[src/rtl/pipe_reg_pkg.sv]
// Shared types and helpers for the pipe_reg_chain delay line.
// PIPE_REG_PARITY_EN adds a parity bit to the per-stage control word.
package pipe_reg_pkg;

  localparam int DEF_WIDTH = 8;
  localparam int DEF_DEPTH = 4;
  // Widest data word the parity helper accepts; callers zero-extend.
  localparam int PAR_MAX_W = 256;

  typedef struct packed {
    logic valid;
`ifdef PIPE_REG_PARITY_EN
    logic parity;
`endif
  } stage_ctl_t;

  function automatic int CNT_W(input int depth);
    int w;
    w = 1;
    while ((1 << w) < (depth + 1)) begin
      w = w + 1;
    end
    return w;
  endfunction

  function automatic logic even_parity(input logic [PAR_MAX_W-1:0] v);
    return ^v;
  endfunction

endpackage

[src/rtl/pipe_stage.sv]
// One pipeline stage: data word plus control word, sync active-low reset,
// flush clears valid only, active-low enable advances.
module pipe_stage
  import pipe_reg_pkg::*;
#(
  parameter int               WIDTH     = DEF_WIDTH,
  parameter logic [WIDTH-1:0] RESET_VAL = '0
) (
  input  logic             clk_in,
  input  logic             reset_in,
  input  logic             enable_in,
  input  logic             flush_in,
  input  logic [WIDTH-1:0] data_in,
  input  stage_ctl_t       ctl_in,
  output logic [WIDTH-1:0] data_out,
  output stage_ctl_t       ctl_out
);

  logic [WIDTH-1:0] data_d, data_q;
  stage_ctl_t       ctl_d, ctl_q;

  // Next-state: flush beats advance, advance beats hold.
  always_comb begin
    data_d = data_q;
    ctl_d  = ctl_q;
    if (flush_in) begin
      data_d       = data_q;
      ctl_d        = ctl_q;
      ctl_d.valid  = 1'b0;
    end else if (!enable_in) begin
      data_d = data_in;
      ctl_d  = ctl_in;
    end else begin
      data_d = data_q;
      ctl_d  = ctl_q;
    end
  end

  // Stage registers.
  always_ff @(posedge clk_in) begin
    if (!reset_in) begin
      data_q <= RESET_VAL;
      ctl_q  <= '0;
    end else begin
      data_q <= data_d;
      ctl_q  <= ctl_d;
    end
  end

  assign data_out = data_q;
  assign ctl_out  = ctl_q;

endmodule

[src/rtl/pipe_reg_chain.sv]
// WIDTH x DEPTH delay line with valid tracking, stall, flush and occupancy count.
// Optional PIPE_REG_PARITY_EN: per-stage even parity and sticky err_out.
module pipe_reg_chain
  import pipe_reg_pkg::*;
#(
  parameter int               WIDTH     = DEF_WIDTH,
  parameter int               DEPTH     = DEF_DEPTH,
  parameter logic [WIDTH-1:0] RESET_VAL = '0
) (
  input  logic                    clk_in,
  input  logic                    reset_in,
  input  logic                    enable_in,
  input  logic                    flush_in,
  input  logic [WIDTH-1:0]        din_in,
  input  logic                    valid_in,
  output logic [WIDTH-1:0]        dout_out,
  output logic                    valid_out,
`ifdef PIPE_REG_PARITY_EN
  output logic                    err_out,
`endif
  output logic [CNT_W(DEPTH)-1:0] count_out
);

  localparam int CW = CNT_W(DEPTH);

  logic [WIDTH-1:0] stage_data_s [DEPTH];
  stage_ctl_t       stage_ctl_s  [DEPTH];
  stage_ctl_t       head_ctl_s;
  logic [CW:0]      count_sum_s;
  logic [CW-1:0]    count_d, count_q;

  // Control word entering stage 0.
  always_comb begin
    head_ctl_s       = '0;
    head_ctl_s.valid = valid_in;
`ifdef PIPE_REG_PARITY_EN
    begin
      logic [PAR_MAX_W-1:0] par_src_s;
      par_src_s             = '0;
      par_src_s[WIDTH-1:0]  = din_in;
      head_ctl_s.parity     = even_parity(par_src_s);
    end
`endif
  end

  for (genvar i = 0; i < DEPTH; i++) begin : g_stage
    logic [WIDTH-1:0] in_data_s;
    stage_ctl_t       in_ctl_s;
    if (i == 0) begin : g_head
      assign in_data_s = din_in;
      assign in_ctl_s  = head_ctl_s;
    end else begin : g_link
      assign in_data_s = stage_data_s[i-1];
      assign in_ctl_s  = stage_ctl_s[i-1];
    end
    pipe_stage #(
      .WIDTH     (WIDTH),
      .RESET_VAL (RESET_VAL)
    ) u_stage (
      .clk_in    (clk_in),
      .reset_in  (reset_in),
      .enable_in (enable_in),
      .flush_in  (flush_in),
      .data_in   (in_data_s),
      .ctl_in    (in_ctl_s),
      .data_out  (stage_data_s[i]),
      .ctl_out   (stage_ctl_s[i])
    );
  end

  // Occupancy: widened add/subtract so the intermediate cannot wrap.
  always_comb begin
    count_sum_s = {1'b0, count_q}
                + {{CW{1'b0}}, valid_in}
                - {{CW{1'b0}}, stage_ctl_s[DEPTH-1].valid};
    if (flush_in) begin
      count_d = '0;
    end else if (!enable_in) begin
      count_d = count_sum_s[CW-1:0];
    end else begin
      count_d = count_q;
    end
  end

  // Occupancy register.
  always_ff @(posedge clk_in) begin
    if (!reset_in) begin
      count_q <= '0;
    end else begin
      count_q <= count_d;
    end
  end

`ifdef PIPE_REG_PARITY_EN
  logic                 err_d, err_q;
  logic [PAR_MAX_W-1:0] tail_src_s;

  // Sticky error on a valid last-stage item whose stored parity disagrees.
  always_comb begin
    tail_src_s            = '0;
    tail_src_s[WIDTH-1:0] = stage_data_s[DEPTH-1];
    if (stage_ctl_s[DEPTH-1].valid &&
        (stage_ctl_s[DEPTH-1].parity != even_parity(tail_src_s))) begin
      err_d = 1'b1;
    end else begin
      err_d = err_q;
    end
  end

  // Error flag survives flush; only reset clears it.
  always_ff @(posedge clk_in) begin
    if (!reset_in) begin
      err_q <= 1'b0;
    end else begin
      err_q <= err_d;
    end
  end

  assign err_out = err_q;
`endif

  assign dout_out  = stage_data_s[DEPTH-1];
  assign valid_out = stage_ctl_s[DEPTH-1].valid;
  assign count_out = count_q;

endmodule

[config.mk]
export PLATFORM = sky130hd
export DESIGN_NAME = pipe_reg_chain
export DESIGN_NICKNAME = d
export VERILOG_FILES = /design/src/rtl/pipe_reg_pkg.sv /design/src/rtl/pipe_stage.sv /design/src/rtl/pipe_reg_chain.sv
export SDC_FILE = /design/constraint.sdc
export NUM_CORES = 1
export LEC_CHECK = 0
export BUFFER_PORTS_ARGS = -buffer_cell sky130_fd_sc_hd__buf_4
export CAP_MARGIN = 40
export CELL_PAD_IN_SITES_DETAIL_PLACEMENT = 2
export CELL_PAD_IN_SITES_GLOBAL_PLACEMENT = 2
export CORE_MARGIN = 2
export CORE_UTILIZATION = 36
export CTS_CLUSTER_DIAMETER = 30
export DETAILED_ROUTE_END_ITERATION = 8
export PLACE_DENSITY_LB_ADDON = 0.1
export SETUP_SLACK_MARGIN = 0.05
export SLEW_MARGIN = 20
export SYNTH_ARGS = -nofsm -noshare
export SYNTH_HDL_FRONTEND = slang
export SYNTH_HIERARCHICAL = 1
export SYNTH_SLANG_ARGS = --single-unit
[constraint.sdc]
create_clock -name clk_in -period 2.8 [get_ports clk_in]
set_input_delay 0 -clock clk_in [delete_from_list [all_inputs] [get_ports clk_in]]
set_output_delay 0 -clock clk_in [all_outputs]
set_load 0.02 [all_outputs]
==> results of run 1 <==
==> registers in the layout, summed over array words and instances (netlist names) <==
register and flops:
g_stage.u_stage/data_out 32, g_stage.u_stage/ctl_out 4, count_out 3
==> cell usage after synthesis <==
master,number
buf_4,4
buf_6,8
mux2i_1,5
dfxtp_1,39
fa_1,1
o21ai_0,1
or2_1,4
buf_2,8
inv_1,3
ha_1,2
xnor2_1,1
a21oi_1,2
nor3b_1,4
nand2_1,32
o21ai_2,32
or3_1,1
o211ai_1,32
nor2_1,3
nand2b_1,1
==> routing by layer <==
metal  GRT usage  part of all wire
met1       0.196              0.44
met2       0.280              0.52
met3      0.0325             0.023
met4      0.0536             0.012
met5           0                 0
==> metrics by stage <==
stage | hold slack, ns | instances | total power [mW] | setup WS [ns] | util
6_report | 0.0735 | 270 | 1.14 | 0.795 | 0.440
5_1_grt | 0.0906 | 270 | 1.20 | 0.651 | 0.440
4_1_cts | 0.0700 | 270 | 1.16 | 0.776 | 0.440
3_5_place_dp | 0.251 | 254 | 0.669 | 0.800 | 0.398
3_3_place_gp | 0.247 | 254 | 0.663 | 0.956 | 0.398
2_1_floorplan | 0.143 | 183 | 0.655 | 0.836 | -
==> cell type report <==
| class | count | area share |
|---|---|---|
| clock inverter | 2 | 0.0167 |
| tap | 67 | 0.0401 |
| timing repair buffer | 32 | 0.124 |
| clock buffer | 6 | 0.0395 |
| multi-input combinational | 121 | 0.401 |
| inverter | 3 | 0.00538 |
| sequential | 39 | 0.373 |
==> critical path, cell delays in order, from the launching register on <==
cell     delay, ns
dfxtp_1       0.37
inv_1         0.07
ha_1          0.27
inv_1         0.06
ha_1          0.13
inv_1         0.05
fa_1          0.38
xnor2_1       0.16
or3_1         0.32
a21oi_1       0.14
==> report_power, final <==
part,internal (mW),switching (mW)
Combinational,0.0330,0.0609
Clock,0.288,0.192
Sequential,0.564,0.00537
==> worst min path at each step <==
stage / endpoint / cells past startpoint / from
after global placement: g_stage[0].u_stage/data_out[2] / 3 / din_in[2]
final: g_stage[0].u_stage/ctl_out / 3 / valid_in
after detailed placement: g_stage[0].u_stage/data_out[2] / 3 / din_in[2]
after floorplan: count_out[1] / 2 / enable_in
after global routing: g_stage[0].u_stage/ctl_out / 3 / valid_in
after CTS: g_stage[0].u_stage/ctl_out / 3 / valid_in
==> timing repair <==
item	in CTS	in global routing
hold endpoints to repair	8	0
endpoints found under the setup margin	0	0
buffers inserted	0	0
hold buffers	8	0
==> cell families after synthesis <==
group,Yosys count,synth area share
AND/OR/NAND/NOR,45,0.111
multiplexers,5,0.0280
AO/OA/AOI/OAI,67,0.299
flip-flops,39,0.436
XOR/XNOR,1,0.00489
adder cells (fa/ha/maj),3,0.0252
buffers and inverters,23,0.0957
==> impl_metrics.toml, run 1 <==
[routing]
detail_route.vias_per_cell = 5.05
vias = 1363
route.antenna.remaining_nets = 0
wl_per_cell_um = 14.4
first_pass_iters = 4
drt_iter0_drc = 65
wl_um = 3900
drc = 0

[pwr]
p_leak_nw = 0.761
power_density_nw_per_um2 = 546
ir_worst_vdd_mv = 0.252

[critical_path]
cp-end-kind = "flip-flop"
rr_worst_depth = 9
reg2reg_from = "count_out[0]"
r2r_end = "count_out[2]"
arrival_ns = 2.23
cp-startpoint = "count_out[0]"
critPathLaunchType = "flip-flop"
cp.required_ns = 3.02
worst-path-max-fanout = 3
critPathKind = "flip-flop to flip-flop"
r2r_setup_slack_ns = 0.80
crit_path_end = "count_out[2]"

[placed_design]
io_buffer_count = 24
globalplace.congestion = 0.642
hpwl_um = 2590
place_area_um2 = 1890

[logic_synthesis]
yosysTopAreaCell = "dfxtp_1"
ys_seq_area_frac = 0.436
synth_area_leaders = "dfxtp_1 44%, o21ai_2 16%, o211ai_1 13%"
synth_top_area_frac = 0.436
syn_area_per_cell_um2 = 9.78
syn_inst = 183
synth_cell_type_count = 19
netlist_area_um2 = 1790
yosysWarnings = 6
synth_fp_nets = 199
ys_seq_elements = 39

[floorplanning]
coreArea_um2 = 4750
io_pins = 25
die_x_um = 74.5
start_util = 0.377
die_y_um = 74.5
fp.dieArea_um2 = 5550
rows = 25

[final_layout]
area_growth_pct = 16.8
ff_latch_area_um2 = 781
multi_input_area_um2 = 838
nets = 218
n_fill_cell = 526
final_cell_mix = "39 x dfxtp_1, 32 x nand2_1, 32 x o211ai_1, 32 x o21ai_2, 24 x buf_4"
final_layout_size_suffix_gt1_frac = 0.315
final_area_um2 = 2090
diodes = 0
layout_commonest_cell = "dfxtp_1"

[sta]
rsz0062_at_grt = "no"
fmax_mhz = 499
setup_violations = 0
fin_crit_sh = 0.716
hold_viol = 0
clock_skew_ns = 0.00514
finalCriticalPeriod_ns = 2.00
fin_setup_tns_ns = 0
worst_slew_pin_slew_ns = 0.636
relSlewSlack = 0.576
slew_viol_final = 0

[cts]
cts_buffers = 5
h-tree-depth = 2
tritoncts = "done"
clockBufferDepth = 2
clock_sinks = 39
clk_pin_slew_worst_paths_ns = 0.08
insertion_delay_ns = 0.28
ctsResizeCount = 0
cts-root-buf = "clkbuf_8"

[global_route]
grt_pass1_vias = 1444
antenna_found_initial = 0
grt-ovfl-total = 0
grt_max_degree = 70
grt_pass1_wl_um = 6890
track_usage = 0.160

[min_path]
hold_path_class = "input pin to flip-flop"

[run_status]
outcome = "complete, no violations"

[flow_run]
maxCapViolations = 0
(Power assumes the default switching activity.)
==> run 2: changes to the inputs <==
- CORE_UTILIZATION: 36 -> 32
- clock period: 2.8 -> 1.7 ns (I/O delays scaled with it)
==> run 2 against run 1 <==
  * The flow now finishes with violations (negative setup slack)
  * Cell count up 3.0%
  * Via count down 0.44%
  * Critical endpoint unchanged
  * Setup slack worse by 0.90 ns
  * Critical path type unchanged
  * Largest power group unchanged
  * Non-clock buffer count up 3
  * Clock skew up 0.0037 ns
  * First-iteration DRC count down 35%
  * Cell area up 2.5%
==> impl_metrics.toml, run 2 (same netlist as run 1, synthesis figures left out) <==
[critical_path]
max_stage_delay_ns = 0.35
worst-path-max-fanout = 2
cp_top_family = "adder cells"
crit_buf_inv = 3
crit_chain = "inv_2 > ha_4 > inv_4 > ha_4 > inv_2 > fa_2 > xnor2_1 > or3_1 > a21oi_2"
critPathKind = "flip-flop to flip-flop"
critPathLaunchType = "flip-flop"
cp-end-kind = "flip-flop"
slowest_stage = "dfxtp_4"
cp.required_ns = 1.92
arrival_ns = 2.02

[global_route]
grt_pass1_vias = 1467
grt-ovfl-total = 0
antenna_found_initial = 0
grt_max_degree = 70
grt_pass1_wl_um = 7090
track_usage = 0.145

[final_layout]
final_layout_size_suffix_gt1_frac = 0.369
final_cell_mix = "37 x dfxtp_1, 32 x nand2_1, 32 x o211ai_1, 32 x o21ai_2, 27 x buf_4"
nets = 221
largest_register_ffs = 32
final_cells = 278
final_area_um2 = 2140
post-route-util = 0.394
diodes = 0
layout_commonest_cell = "dfxtp_1"
area_growth_pct = 19.8

[routing]
drc = 0
drt_iter0_drc = 42
first_pass_iters = 2
route.antenna.remaining_nets = 0
vias = 1357
wl_per_cell_um = 14.7
wl_um = 4090
detail_route.vias_per_cell = 4.88

[run_status]
outcome = "finished, violations left"
violations = "negative setup slack"

[pwr]
power_density_nw_per_um2 = 838
ir_worst_vdd_mv = 0.336
p_leak_nw = 0.768

[sta]
finalCriticalPeriod_ns = 1.80
worst_hold_slack_ns = 0.0973
fin_crit_sh = 1.06
fin_setup_tns_ns = -0.102
setup_violations = 1
rsz0062_at_grt = "yes"
fin_ws_ns = -0.102
relSlewSlack = 0.574
clock_skew_ns = 0.00883
fmax_mhz = 555
worst_slew_pin_slew_ns = 0.639
hold_viol = 0
slew_viol_final = 0

[placed_design]
globalplace.congestion = 0.661
place_area_um2 = 1950
dp.cells = 262
io_buffer_count = 24
hpwl_um = 2690

[floorplanning]
rows = 27
die_x_um = 78.8
die_y_um = 78.8
fp.dieArea_um2 = 6210
coreArea_um2 = 5440
start_util = 0.329
io_pins = 25

[cts]
clockBufferDepth = 2
postCtsSetupBuffers = 0
cts-root-buf = "clkbuf_8"
h-tree-depth = 2
clock_sinks = 39
clk_pin_slew_worst_paths_ns = 0.08
tritoncts = "done"
cts_buffers = 5
insertion_delay_ns = 0.29

[flow_run]
maxCapViolations = 0

[min_path]
hold_path_class = "input pin to flip-flop"
[run 2: changes by cell type in the layout (fill, tap and decap cells not counted), sizes merged]
cell	before	now
buf	24	27
bufinv	1	0
clkbuf	6	7
clkinv	1	0
inv	3	4
[run 2: cell type report]
cell class | count | area (µm²)
Fill cell | 588 | 3290
Multi-Input combinational cell | 121 | 870
Sequential cell | 39 | 786
Timing Repair Buffer | 35 | 283
Clock buffer | 7 | 96.3
Tap cell | 72 | 90.1
Inverter | 3 | 13.8
Clock inverter | 1 | 6.26
[run 2: final timing paths]
kind	cells after the start	slack (ns)	from	endpoint
hold reg to reg	2	0.46	g_stage[1].u_stage/data_out[4]	g_stage[2].u_stage/data_out[4]
setup reg to reg	9	-0.10	count_out[0]	count_out[2]
setup / recovery	9	-0.10	count_out[0]	count_out[2]
hold / removal	3	0.1	valid_in	g_stage[0].u_stage/ctl_out
[run 2: repair_timing]
item	in CTS	in global routing
hold buffers	8	0
hold endpoints to repair	8	0
resized for setup	3	1
setup endpoints to repair	2	2
[run 2: through the flow]
step | setup slack, ns | total power [mW]
6_report | -0.102 | 1.80
2_1_floorplan | -0.0755 | 1.08
3_3_place_gp | -0.0298 | 1.10
4_1_cts | -0.0940 | 1.82
5_1_grt | -0.166 | 1.88
3_5_place_dp | -0.139 | 1.11
[run 2: worst register-to-register path: cells and delay by family (launching register included)]
| kind | cells | cell delay, ns |
|---|---|---|
| and+or+nand+nor | 1 | 0.34 |
| DFF | 1 | 0.35 |
| buffers and inverters | 3 | 0.13 |
| xor gates and xnor gates | 1 | 0.14 |
| adders and majority gates | 3 | 0.66 |
| AOI/OAI and AO/OA | 1 | 0.12 |
[run 2: report_power, final]
| group | total [mW] | internal, mW | switching (mW) |
|---|---|---|---|
| logic | 0.164 | 0.0598 | 0.105 |
| registers | 0.936 | 0.928 | 0.00871 |
| clock network | 0.696 | 0.370 | 0.326 |
[run 2: routing by layer]
layer / GRT usage / wire (µm) / vias up
li1: - / - / 687
met1: 0.166 / 1770 / 644
met2: 0.260 / 2140 / 20
met3: 0.0352 / 107 / 6
met4: 0.0579 / 70 / 0
met5: 0 / 0 / -
==> run 3: changes to the inputs <==
- CELL_PAD_IN_SITES_DETAIL_PLACEMENT: 2 -> unset
- CELL_PAD_IN_SITES_GLOBAL_PLACEMENT: 2 -> unset
- CORE_UTILIZATION: 32 -> 36
- PLACE_DENSITY_LB_ADDON: 0.1 -> unset
==> run 3 against run 2 <==
  * The flow still finishes with violations (negative setup slack)
  * Core utilization rose by 4.7 points
  * Critical path depth stayed put
  * Via count shrank 8.1%
  * Clock skew down 0.0065 ns
  * Sequential share of layout area is 0.81 points higher
  * Hold slack got worse by 0.015 ns
  * Sequential power is essentially flat
  * Sequential cell count unchanged
  * Combinational power shrank 5%
  * First-iteration DRC count up 140%
  * Setup slack gained 0.054 ns
  * Wire length is 26% lower
==> impl_metrics.toml, run 3 (same netlist as run 1, synthesis figures left out) <==
[cts]
h-tree-depth = 2
cts_buffers = 5
postCtsSetupBuffers = 0
tritoncts = "done"
clk_pin_slew_worst_paths_ns = 0.07
cts-root-buf = "clkbuf_8"
clock_sinks = 39
insertion_delay_ns = 0.28
clockBufferDepth = 2

[floorplanning]
die_x_um = 74.5
start_util = 0.377
io_pins = 25
rows = 25
fp.dieArea_um2 = 5550
coreArea_um2 = 4750
die_y_um = 74.5

[placed_design]
place_ws_ns = -0.0693
io_buffer_count = 24
dp.cells = 256
globalplace.congestion = 0.709
hpwl_um = 1700

[routing]
drt_iter0_drc = 102
first_pass_iters = 4
route.antenna.remaining_nets = 0
drc = 0
wl_per_cell_um = 11.2
wl_um = 3030
vias = 1247
detail_route.vias_per_cell = 4.62

[global_route]
grt_pass1_vias = 1152
antenna_found_initial = 0
grt-ovfl-total = 0
grt_pass1_wl_um = 5410
track_usage = 0.126
grt_max_degree = 70

[final_layout]
final_cells = 270
n_fill_cell = 500
largest_register_ffs = 32
final_cell_mix = "37 x dfxtp_1, 32 x nand2_1, 32 x o211ai_1, 32 x o21ai_2, 26 x buf_4"
layout_commonest_cell = "dfxtp_1"
area_growth_pct = 17.2
final_layout_size_suffix_gt1_frac = 0.355
multi_input_area_um2 = 870
diodes = 0
nets = 220
post-route-util = 0.441
ff_latch_area_um2 = 786

[sta]
fin_crit_sh = 1.03
fin_ws_ns = -0.0482
setup_violations = 1
fmax_mhz = 572
clock_skew_ns = 0.00228
finalCriticalPeriod_ns = 1.75
relSlewSlack = 0.576
worst_slew_pin_slew_ns = 0.636
fin_setup_tns_ns = -0.0482
slew_viol_final = 0
hold_viol = 0
rsz0062_at_grt = "yes"

[min_path]
hold_end = "g_stage[0].u_stage/ctl_out"
holdPathStages = 3
min_from = "valid_in"
hold_path_class = "input pin to flip-flop"

[run_status]
violations = "negative setup slack"
outcome = "finished, violations left"

[critical_path]
r2r_setup_slack_ns = -0.05
max_stage_delay_ns = 0.34
rr_worst_depth = 9
critPathLaunchType = "flip-flop"
cp-end-kind = "flip-flop"
slowest_stage = "dfxtp_4"
cp_common_cell = "inv_2"
cp.required_ns = 1.92
critPathKind = "flip-flop to flip-flop"
crit_chain = "inv_2 > ha_4 > inv_2 > ha_4 > inv_2 > fa_2 > xnor2_1 > or3_1 > a21oi_2"
r2r_end = "count_out[2]"
worst-path-max-fanout = 2
arrival_ns = 1.97
reg2reg_from = "count_out[0]"

[pwr]
p_sw_mw = 0.392
p_seq_frac = 0.567
power_density_nw_per_um2 = 787
power_frac_clock = 0.338
p_leak_nw = 0.746
power_frac_comb = 0.095
power.total_mw = 1.65
p_int_mw = 1.26
p_sw_frac = 0.238
ir_worst_vdd_mv = 0.312

[flow_run]
maxCapViolations = 0
-- run 3: cell count changes in the layout (fill, tap and decap cells not counted), sizes merged --
cell,before,now
buf,27,26
clkbuf,7,6
inv,4,3
-- run 3: worst max-delay path, delay by kind of cell, from the launching register on --
kind	cells	cell delay, ns
compound gates	1	0.11
xor+xnor	1	0.13
fa+ha+maj	3	0.63
buf+inv	3	0.15
flops	1	0.34
simple gates	1	0.33
-- run 3: metal layers --
layer	wire [µm]	vias to the layer above	track usage
met5	0	-	0
li1	-	687	-
met3	125	5	0.0528
met1	1610	531	0.175
met4	45	0	0.0417
met2	1260	24	0.176
-- run 3: through the flow --
| step | instance area, µm² | hold slack, ns |
|---|---|---|
| after floorplan | 1810 | 0.144 |
| after global placement | 1930 | 0.248 |
| after detailed placement | 1930 | 0.251 |
| after CTS | 2090 | 0.0716 |
| after global routing | 2100 | 0.112 |
| final | 2100 | 0.0828 |
-- run 3: power by group through the flow --
stage / Clock, mW / Combinational [mW] / Sequential [mW]
floorplan: 0 / 0.122 / 0.957
global placement: 0 / 0.141 / 0.956
detailed placement: 0 / 0.141 / 0.957
CTS: 0.587 / 0.158 / 0.936
global route: 0.627 / 0.174 / 0.937
finish: 0.558 / 0.156 / 0.936
-- run 3: repair_timing --
action / CTS / global route
resized for setup: 2 / 1
endpoints found under the hold margin: 8 / 0
hold buffers: 8 / 0
endpoints found under the setup margin: 2 / 2
-- run 3: worst max path at each step --
stage	start	slack, ns	cells after the start	endpoint
after CTS	count_out[0]	-0.04	9	count_out[2]
final	count_out[0]	-0.05	9	count_out[2]
after global routing	count_out[0]	-0.15	9	count_out[2]
after detailed placement	count_out[0]	-0.07	9	count_out[2]
after global placement	count_out[0]	-0.04	9	count_out[2]
after floorplan	g_stage[3].u_stage/ctl_out	-0.08	8	count_out[2]
-- run 3: layout make-up --
| cell class | instances | share of cell area |
|---|---|---|
| timing repair buffer | 34 | 0.131 |
| multi-input combinational | 121 | 0.414 |
| inverter | 3 | 0.00537 |
| sequential | 39 | 0.374 |
| clock buffer | 6 | 0.0346 |
| tap | 67 | 0.0400 |
